[src/rtl/fb_id_ctrl_pkg.sv]
// Shared constants, types and decode helpers for the Firebird ID stage.
package fb_id_ctrl_pkg;

  localparam int unsigned FB_32BITS = 32;
  localparam int unsigned REG_W     = 5;
  localparam int unsigned OPC_W     = 7;

  // Major opcodes used by hazard qualification and immediate selection
  localparam logic [OPC_W-1:0] OP_LUI   = 7'b0110111;
  localparam logic [OPC_W-1:0] OP_AUIPC = 7'b0010111;
  localparam logic [OPC_W-1:0] OP_JAL   = 7'b1101111;
  localparam logic [OPC_W-1:0] OP_JALR  = 7'b1100111;
  localparam logic [OPC_W-1:0] OP_R     = 7'b0110011;
  localparam logic [OPC_W-1:0] OP_S     = 7'b0100011;
  localparam logic [OPC_W-1:0] OP_B     = 7'b1100011;
  localparam logic [OPC_W-1:0] OP_LOAD  = 7'b0000011;
  localparam logic [OPC_W-1:0] OP_IMM   = 7'b0010011;

  // addi x0,x0,0
  localparam logic [FB_32BITS-1:0] FB_NOP = 32'h0000_0013;

  typedef enum logic [1:0] {
    ID_EMPTY = 2'd0,
    ID_FULL  = 2'd1,
    ID_STALL = 2'd2
  } id_state_e;

  typedef enum logic [2:0] {
    IMM_NONE = 3'd0,
    IMM_I    = 3'd1,
    IMM_S    = 3'd2,
    IMM_B    = 3'd3,
    IMM_U    = 3'd4,
    IMM_J    = 3'd5
  } imm_fmt_e;

  // Register-field view of an instruction word
  typedef struct packed {
    logic [REG_W-1:0] rs2;
    logic [REG_W-1:0] rs1;
    logic [REG_W-1:0] rd;
  } id_regs_t;

  // rs1 is read by everything except U-type and JAL
  function automatic logic uses_rs1(input logic [OPC_W-1:0] op);
    return !((op == OP_LUI) || (op == OP_AUIPC) || (op == OP_JAL));
  endfunction

  // rs2 is read only by register-register, store and branch forms
  function automatic logic uses_rs2(input logic [OPC_W-1:0] op);
    return (op == OP_R) || (op == OP_S) || (op == OP_B);
  endfunction

  // Immediate format of an opcode; unknown opcodes fall back to I-type
  function automatic imm_fmt_e imm_fmt(input logic [OPC_W-1:0] op);
    imm_fmt_e fmt;
    case (op)
      OP_R:              fmt = IMM_NONE;
      OP_S:              fmt = IMM_S;
      OP_B:              fmt = IMM_B;
      OP_LUI, OP_AUIPC:  fmt = IMM_U;
      OP_JAL:            fmt = IMM_J;
      default:           fmt = IMM_I;
    endcase
    return fmt;
  endfunction

  function automatic id_regs_t reg_fields(input logic [FB_32BITS-1:0] inst);
    id_regs_t r;
    r.rs2 = inst[24:20];
    r.rs1 = inst[19:15];
    r.rd  = inst[11:7];
    return r;
  endfunction

endpackage

[src/rtl/fb_imm_gen.sv]
// Combinational immediate generator for the instruction held in ID.
module fb_imm_gen
  import fb_id_ctrl_pkg::*;
(
  input  logic [FB_32BITS-1:0] i_inst,
  output logic [FB_32BITS-1:0] o_imm
);

  imm_fmt_e w_fmt;

  assign w_fmt = imm_fmt(i_inst[OPC_W-1:0]);

  // Reassemble and sign-extend the immediate for the decoded format
  always_comb begin
    o_imm = '0;
    case (w_fmt)
      IMM_I:   o_imm = {{20{i_inst[31]}}, i_inst[31:20]};
      IMM_S:   o_imm = {{20{i_inst[31]}}, i_inst[31:25], i_inst[11:7]};
      IMM_B:   o_imm = {{19{i_inst[31]}}, i_inst[31], i_inst[7],
                        i_inst[30:25], i_inst[11:8], 1'b0};
      IMM_U:   o_imm = {i_inst[31:12], 12'b0};
      IMM_J:   o_imm = {{11{i_inst[31]}}, i_inst[31], i_inst[19:12],
                        i_inst[20], i_inst[30:21], 1'b0};
      default: o_imm = '0;
    endcase
  end

endmodule

[src/rtl/fb_id_ctrl.sv]
// Firebird ID stage controller: IF/ID register, handshakes, load-use stall, flush.
module fb_id_ctrl
  import fb_id_ctrl_pkg::*;
#(
  parameter int unsigned           CNT_W    = 16,
  parameter logic [FB_32BITS-1:0]  RESET_PC = 32'h0000_0000
) (
  input  logic                 clk,
  input  logic                 rst,
  input  logic                 if_valid,
  output logic                 if_ready,
  input  logic [FB_32BITS-1:0] if_inst,
  input  logic [FB_32BITS-1:0] if_pc,
  input  logic                 ex_ready,
  input  logic                 ex_is_load,
  input  logic [REG_W-1:0]     ex_rd,
  input  logic                 ex_redirect,
  output logic                 id_valid,
  output logic [FB_32BITS-1:0] id_inst,
  output logic [FB_32BITS-1:0] id_pc,
  output logic [FB_32BITS-1:0] id_imm,
  output logic [REG_W-1:0]     id_rs1,
  output logic [REG_W-1:0]     id_rs2,
  output logic [REG_W-1:0]     id_rd,
  output logic [CNT_W-1:0]     stall_cnt
);

  id_state_e            r_state;
  id_state_e            w_state_nxt;
  logic [FB_32BITS-1:0] r_inst;
  logic [FB_32BITS-1:0] r_pc;
  logic [CNT_W-1:0]     r_cnt;

  id_regs_t             w_regs;
  logic [OPC_W-1:0]     w_opcode;
  logic                 w_use_rs1;
  logic                 w_use_rs2;
  logic                 w_hazard;
  logic                 w_id_valid;
  logic                 w_issue;
  logic                 w_if_ready;
  logic                 w_accept;
  logic                 w_cnt_inc;

  assign w_regs    = reg_fields(r_inst);
  assign w_opcode  = r_inst[OPC_W-1:0];
  assign w_use_rs1 = uses_rs1(w_opcode);
  assign w_use_rs2 = uses_rs2(w_opcode);

  // State register
  always_ff @(posedge clk) begin
    if (rst) begin
      r_state <= ID_EMPTY;
    end else begin
      r_state <= w_state_nxt;
    end
  end

  // Next-state: redirect beats accept beats issue beats hazard
  always_comb begin
    w_state_nxt = r_state;
    if (ex_redirect) begin
      w_state_nxt = ID_EMPTY;
    end else if (w_accept) begin
      w_state_nxt = ID_FULL;
    end else if (w_issue) begin
      w_state_nxt = ID_EMPTY;
    end else if (w_hazard) begin
      w_state_nxt = ID_STALL;
    end else if (r_state == ID_STALL) begin
      w_state_nxt = ID_FULL;
    end
  end

  // Handshake and hazard outputs; IF may refill in the same cycle ID issues
  always_comb begin
    w_hazard   = 1'b0;
    w_id_valid = 1'b0;
    w_issue    = 1'b0;
    w_if_ready = 1'b0;
    w_accept   = 1'b0;
    w_cnt_inc  = 1'b0;

    if ((r_state != ID_EMPTY) && ex_is_load && (ex_rd != '0)) begin
      w_hazard = (w_use_rs1 && (ex_rd == w_regs.rs1)) ||
                 (w_use_rs2 && (ex_rd == w_regs.rs2));
    end
    w_id_valid = (r_state != ID_EMPTY) && !w_hazard && !ex_redirect;
    w_issue    = w_id_valid && ex_ready;
    w_if_ready = !ex_redirect && ((r_state == ID_EMPTY) || w_issue);
    w_accept   = if_valid && w_if_ready;
    // A redirect squashes the stalled instruction, so that cycle is not a stall
    w_cnt_inc  = w_hazard && !ex_redirect;
  end

  // IF/ID payload register, loaded only on accept so back-pressure holds it
  always_ff @(posedge clk) begin
    if (rst) begin
      r_inst <= FB_NOP;
      r_pc   <= RESET_PC;
    end else if (w_accept) begin
      r_inst <= if_inst;
      r_pc   <= if_pc;
    end
  end

  // Saturating hazard-stall cycle counter
  always_ff @(posedge clk) begin
    if (rst) begin
      r_cnt <= '0;
    end else if (w_cnt_inc && (r_cnt != {CNT_W{1'b1}})) begin
      r_cnt <= r_cnt + CNT_W'(1);
    end
  end

  fb_imm_gen u_imm_gen (
    .i_inst (r_inst),
    .o_imm  (id_imm)
  );

  assign if_ready  = w_if_ready;
  assign id_valid  = w_id_valid;
  assign id_inst   = r_inst;
  assign id_pc     = r_pc;
  assign id_rs1    = w_regs.rs1;
  assign id_rs2    = w_regs.rs2;
  assign id_rd     = w_regs.rd;
  assign stall_cnt = r_cnt;

endmodule

[config.mk]
export PLATFORM = sky130hd
export DESIGN_NAME = fb_id_ctrl
export DESIGN_NICKNAME = d
export VERILOG_FILES = /design/src/rtl/fb_id_ctrl_pkg.sv /design/src/rtl/fb_imm_gen.sv /design/src/rtl/fb_id_ctrl.sv
export SDC_FILE = /design/constraint.sdc
export NUM_CORES = 1
export LEC_CHECK = 0
export CAP_MARGIN = 30
export CELL_PAD_IN_SITES_DETAIL_PLACEMENT = 1
export CELL_PAD_IN_SITES_GLOBAL_PLACEMENT = 1
export CORE_ASPECT_RATIO = 1.4
export CORE_MARGIN = 8
export CORE_UTILIZATION = 30
export DETAILED_ROUTE_END_ITERATION = 6
export PLACE_DENSITY_LB_ADDON = 0.15
export SLEW_MARGIN = 20
export SYNTH_ARGS = -nofsm -noshare
export SYNTH_HDL_FRONTEND = slang
export SYNTH_SLANG_ARGS = --single-unit
[constraint.sdc]
create_clock -name clk -period 9.95 [get_ports clk]
set_input_delay 1.99 -clock clk [delete_from_list [all_inputs] [get_ports clk]]
set_output_delay 1.99 -clock clk [all_outputs]
set_load 0.01 [all_outputs]
### Yosys cells after proc, flatten, opt, wreduce, memory -nomap -nowiden

Cells that the tools add are included.

| storage, ports and cells | value |
|---|---|
| register bits after elaboration | 82 |
| output and inout bits | 129 |
| word-level logic and storage cells | 56 |

| operators by class | value |
|---|---|
| add/subtract/negate cells | 1 |
| eq/ne operators | 15 |
| muxes and demuxes | 7 |
| reduce and logical (&&, ||, !) cells | 28 |

Operators by type and width:

| cell | number |
|---|---|
| case mux 32 bit (5 select lines) | 1 |
| equality test 7 x 6 -> 1 bit (second input constant) | 3 |
| adder 16 x 1 -> 16 bit (second input constant) | 1 |
| inequality test 16 bit (second input constant) | 1 |
| case mux 3 bit (5 select lines) | 1 |
| equality test 7 bit (second input constant) | 2 |
| logical AND 1 bit | 11 |
| equality test 5 bit | 2 |
| equality test 7 x 5 -> 1 bit (second input constant) | 1 |
| equality test 3 x 2 -> 1 bit (second input constant) | 2 |
| equality test 3 bit (second input constant) | 2 |
| logical OR 1 bit | 6 |
| nonzero test 5 bit | 1 |
| two-way mux 2 bit | 2 |
| nonzero test 2 bit | 2 |
| nonzero test 4 bit | 1 |
| OR reduction 2 bit | 2 |
| OR reduction 4 bit | 1 |
| equality test 3 x 1 -> 1 bit (second input constant) | 1 |
| logical NOT 1 bit | 3 |
| two-way mux 1 bit | 3 |
| equality test 2 bit (second input constant) | 1 |
| logical NOT 2 bit | 1 |

### Logic depth before layout (Yosys ltp)

| logic depth | value |
|---|---|
| depth in word-level cells | 15 |
| mapped depth | 12 |
| mapped depth without buffers | 10 |

### By module

A second synthesis with hierarchy kept.

| second synthesis, totals | value |
|---|---|
| cell total of the unflattened synthesis | 534 |
| area total of the unflattened synthesis | 4758.3 um2 |

Modules (own cells, without submodules):

| module | instances | cells an instance | area an instance (um2) | seq. area each (um2) |
|---|---|---|---|---|
| fb_id_ctrl | 1 | 436 | 4119.0 | 1641.6 |
| fb_imm_gen | 1 | 98 | 639.4 | 0.0 |

### Worst setup path after synthesis

No wires, ideal clock.

| timing path | value |
|---|---|
| kind | input -> output |
| start point | in ex_rd[1] |
| end point | out if_ready |
| data arrival time | 3.541 ns |
| data required time | 7.960 ns |
| setup slack | 4.419 ns |
| stages on the path | 8 |
| cells stage by stage | or4_1 o21ai_1 nor4_4 nor2_4 buf_2 buf_4 a21oi_1 nor2_1 |

| between the ends | value |
|---|---|
| cells in the longest elaborated chain, start to end | 10 |
| elaborated cells between the ends (all ways) | 14 |
| classes of those cells | 2 x eq/ne; 1 x mux; 11 x reduce/logical |

Ends and longest elaborated chain:

| what | RTL line | RTL |
|---|---|---|
| start, declared | fb_id_ctrl.sv:16 | `input logic [REG_W-1:0] ex_rd,` |
| equality test 5 bit (on tied branches) | fb_id_ctrl.sv:85, fb_id_ctrl.sv:86 |  |
| logical AND 1 bit (on tied branches) | fb_id_ctrl.sv:85, fb_id_ctrl.sv:86 |  |
| logical OR 1 bit | fb_id_ctrl.sv:85 | `w_hazard = (w_use_rs1 && (ex_rd == w_regs.rs1)) \|\|` |
| two-way mux 1 bit * | fb_id_ctrl.sv:84 | `if ((r_state != ID_EMPTY) && ex_is_load && (ex_rd != '0)) begin` |
| logical NOT 1 bit * | fb_id_ctrl.sv:88 | `w_id_valid = (r_state != ID_EMPTY) && !w_hazard && !ex_redirect;` |
| logical AND 1 bit * (2 in series) | fb_id_ctrl.sv:88 |  |
| logical AND 1 bit * | fb_id_ctrl.sv:89 | `w_issue = w_id_valid && ex_ready;` |
| logical OR 1 bit * | fb_id_ctrl.sv:90 | `w_if_ready = !ex_redirect && ((r_state == ID_EMPTY) \|\| w_issue);` |
| logical AND 1 bit * | fb_id_ctrl.sv:90 |  |
| end, declared | fb_id_ctrl.sv:11 | `output logic if_ready,` |

Every way passes the cells marked *; elsewhere a longest branch is shown, timed or not.

### Worst setup path in the final report

Same ends and word-level chain as after synthesis.

==> impl_metrics.toml <==
[cts]
post-cts-setup-buffers = 0
clk_pin_slew_ns = 0.06
h-tree-depth = 3
cts_sinks = 82
clk-insertion-delay-late_ns = 0.34
root_buffer = "clkbuf_16"
hold_buffers = 0
clockBufferDepth = 2
cts_tree = "done"
ctsResizeCount = 0
cts_buffers = 9

[pwr]
p_sw_frac = 0.2672
power_frac_seq = 0.402
internal_power_uw = 665.9
p_leak_uw = 0.002533
powerDensity_nw_per_um2 = 129.9
ir_worst_vdd_uv = 69.03
pwr-share-comb = 0.223
totalPowerFinal_uw = 908.7
p_clk_frac = 0.375
switching_power_uw = 242.8

[worst_hold_path]
hold_path_class = "reg -> reg"
min_to = "id_pc[26]"
hold_path_startpoint = "id_pc[26]"
hold_path_depth = 2

[synth]
synthMostInstantiatedCell = "nand2b_1"
ys_seq_area_frac = 0.3490
synth_area_leaders = "dfxtp_1 35%, nand2b_1 17%, mux2i_1 14%"
synth_edf_count = 0
ys_ff_latch = 82
ys.flop_type = "dfxtp_1"
synth.distinct_cells = 52
async_reset_ff_frac = 0
syn_nets = 600
netlist_top_cells_count = "125 x nand2b_1, 82 x dfxtp_1, 64 x mux2i_1"
yosys.area.top_type_share = 0.3490
synth.avg_cell_area_um2 = 8.993
synth_top_cell_by_area = "dfxtp_1"
synthesis.area_um2 = 4703
syn_inst = 523
ys.warnings.count = 0

[critical_path]
worstPathRequired_ns = 7.96
crit_fanout = 32
crit_arrival_ns = 4.74
end_kind = "output pin"
slowest_stage = "or4_1"
path_class = "in -> out"
cp-start-kind = "primary input"
r2r_slack_ns = 6.25
crit_path_max_incr_delay_ns = 0.59
reg2regPathDepth = 7
r2r_start = "id_inst[4]"
r2r_end = "id_pc[7]"
path_common_cell = "clkdlybuf4s50_1"
crit_chain = "clkdlybuf4s50_1 -> or4_1 -> o21ai_1 -> nor4_4 -> nor2_4 -> a21oi_1 -> nor2_1 -> clkdlybuf4s50_1"

[grt]
grt_pass1_wl_mm = 25.06
grt_max_degree = 85
grt_overflow = 0
grt_use_total = 0.1591
antenna_found_initial = 0
grt_pass1_vias = 4705

[layout]
n_antenna_cell = 0
nets = 770
drive_gt1_frac = 0.04585
syn2layout_area_growth_pct = 48.68

[timing]
fin_setup_tns_ns = 0
timing.fmax_ghz = 0.1486
hold_viol = 0
slew_headroom = 0.4569
setup_violations = 0
fin_crit_sh = 0.6763
rsz0062_at_grt = "false"
period_needed_ns = 6.729
drv_slew = 0
tightest_slew_ns = 0.8117
finalClockSkew_ns = 0.009907

[drt]
wl_mm = 16.09
drt_iter0_drc = 175
drc = 0
drt-pass1-iter-count = 4
avgRoutedWirePerCell_um = 18.00
antenna_left = 0
viasPerCell = 4.848
vias = 4334

[floorplanning]
start_util = 0.3040
core_um2 = 15470
fp.dieW_um = 121.8
boundaryPins = 204
dieArea_um2 = 20000
chipHeight_um = 164.2
rows = 54

[place]
place.gp.congestion = 0.7399
port_buffers = 203
dp_hpwl_mm = 12.21

[run_status]
status = "complete, no violations"

[flow_run]
drv_cap = 0
==> power groups by stage <==
stage | registers [uW] | logic [uW] | clock network [uW]
after floorplan | 375 | 95.3 | 0
after global placement | 372 | 201 | 0
after detailed placement | 373 | 205 | 0
after CTS | 366 | 206 | 354
after global routing | 368 | 219 | 366
final | 365 | 202 | 341
==> registers in the layout (all words and copies together), names as in the netlist <==
| signal | cells |
|---|---|
| id_inst | 32 |
| id_pc | 32 |
| stall_cnt | 16 |
| r_state | 2 |
==> cells by family after synthesis <==
family	synth area share
AOI/OAI and AO/OA	0.09471
buffers and inverters	0.07555
DFF	0.3490
and+or+nand+nor	0.3110
adders and majority gates	0.005320
xor gates and xnor gates	0.01862
muxes	0.1458
==> stage by stage <==
step                instances  area (um2)  setup WS, ns  utilization  hold slack (ns)
floorplan                 523        4703         4.419            -           0.4815
global placement          876        6668         3.279       0.4309           0.4572
detailed placement        877        6688         3.204       0.4322           0.4684
CTS                       893        6985         3.198       0.4515           0.4791
global route              894        6993         3.039       0.4520           0.4970
finish                    894        6993         3.221       0.4520           0.4749
==> cell type report <==
class / instances / area [um2]
Tap cell: 196 / 245.2
Inverter: 7 / 26.28
Clock inverter: 4 / 51.30
Clock buffer: 12 / 246.5
Sequential cell: 82 / 1642
Timing Repair Buffer: 206 / 2064
Multi-Input combinational cell: 387 / 2718
Fill cell: 1838 / 8479
==> worst max-delay path, delay by kind of cell <==
kind | cells | cell delay (ns)
AND/OR/NAND/NOR | 4 | 1.32
buffers and inverters | 2 | 1.03
AO/OA/AOI/OAI | 2 | 0.39
==> cell usage in the layout, fill, tap and decap left out, types with 5 or more instances in the layout <==
| master | n |
|---|---|
| a21o_1 | 11 |
| a21oi_1 | 20 |
| a31oi_1 | 5 |
| and2_1 | 10 |
| clkbuf_16 | 9 |
| clkdlybuf4s50_1 | 202 |
| dfxtp_1 | 82 |
| inv_1 | 7 |
| mux2i_1 | 64 |
| nand2_1 | 20 |
| nand2b_1 | 125 |
| nand3_1 | 11 |
| nor2_1 | 27 |
| nor2b_1 | 6 |
| nor4_1 | 6 |
| o31ai_1 | 9 |
| or4_1 | 8 |
| xnor2_1 | 10 |
==> worst max-delay path by stage <==
stage,startpoint,to,slack (ns),depth (start not counted)
3_3_place_gp,ex_rd[1],if_ready,3.28,8
5_1_grt,ex_rd[1],if_ready,3.04,8
2_1_floorplan,ex_rd[1],if_ready,4.42,8
4_1_cts,ex_rd[1],if_ready,3.20,8
6_report,ex_rd[1],if_ready,3.22,8
3_5_place_dp,ex_rd[1],if_ready,3.20,8
==> metal layers <==
layer | wire length (um) | GRT usage | share of wire
met1 | 6059 | 0.1596 | 0.38
met2 | 8462 | 0.2878 | 0.53
met5 | 0 | 0 | 0
met3 | 1300 | 0.06158 | 0.081
met4 | 270 | 0.06134 | 0.017
Note: power is estimated with default switching activity, not from simulation.
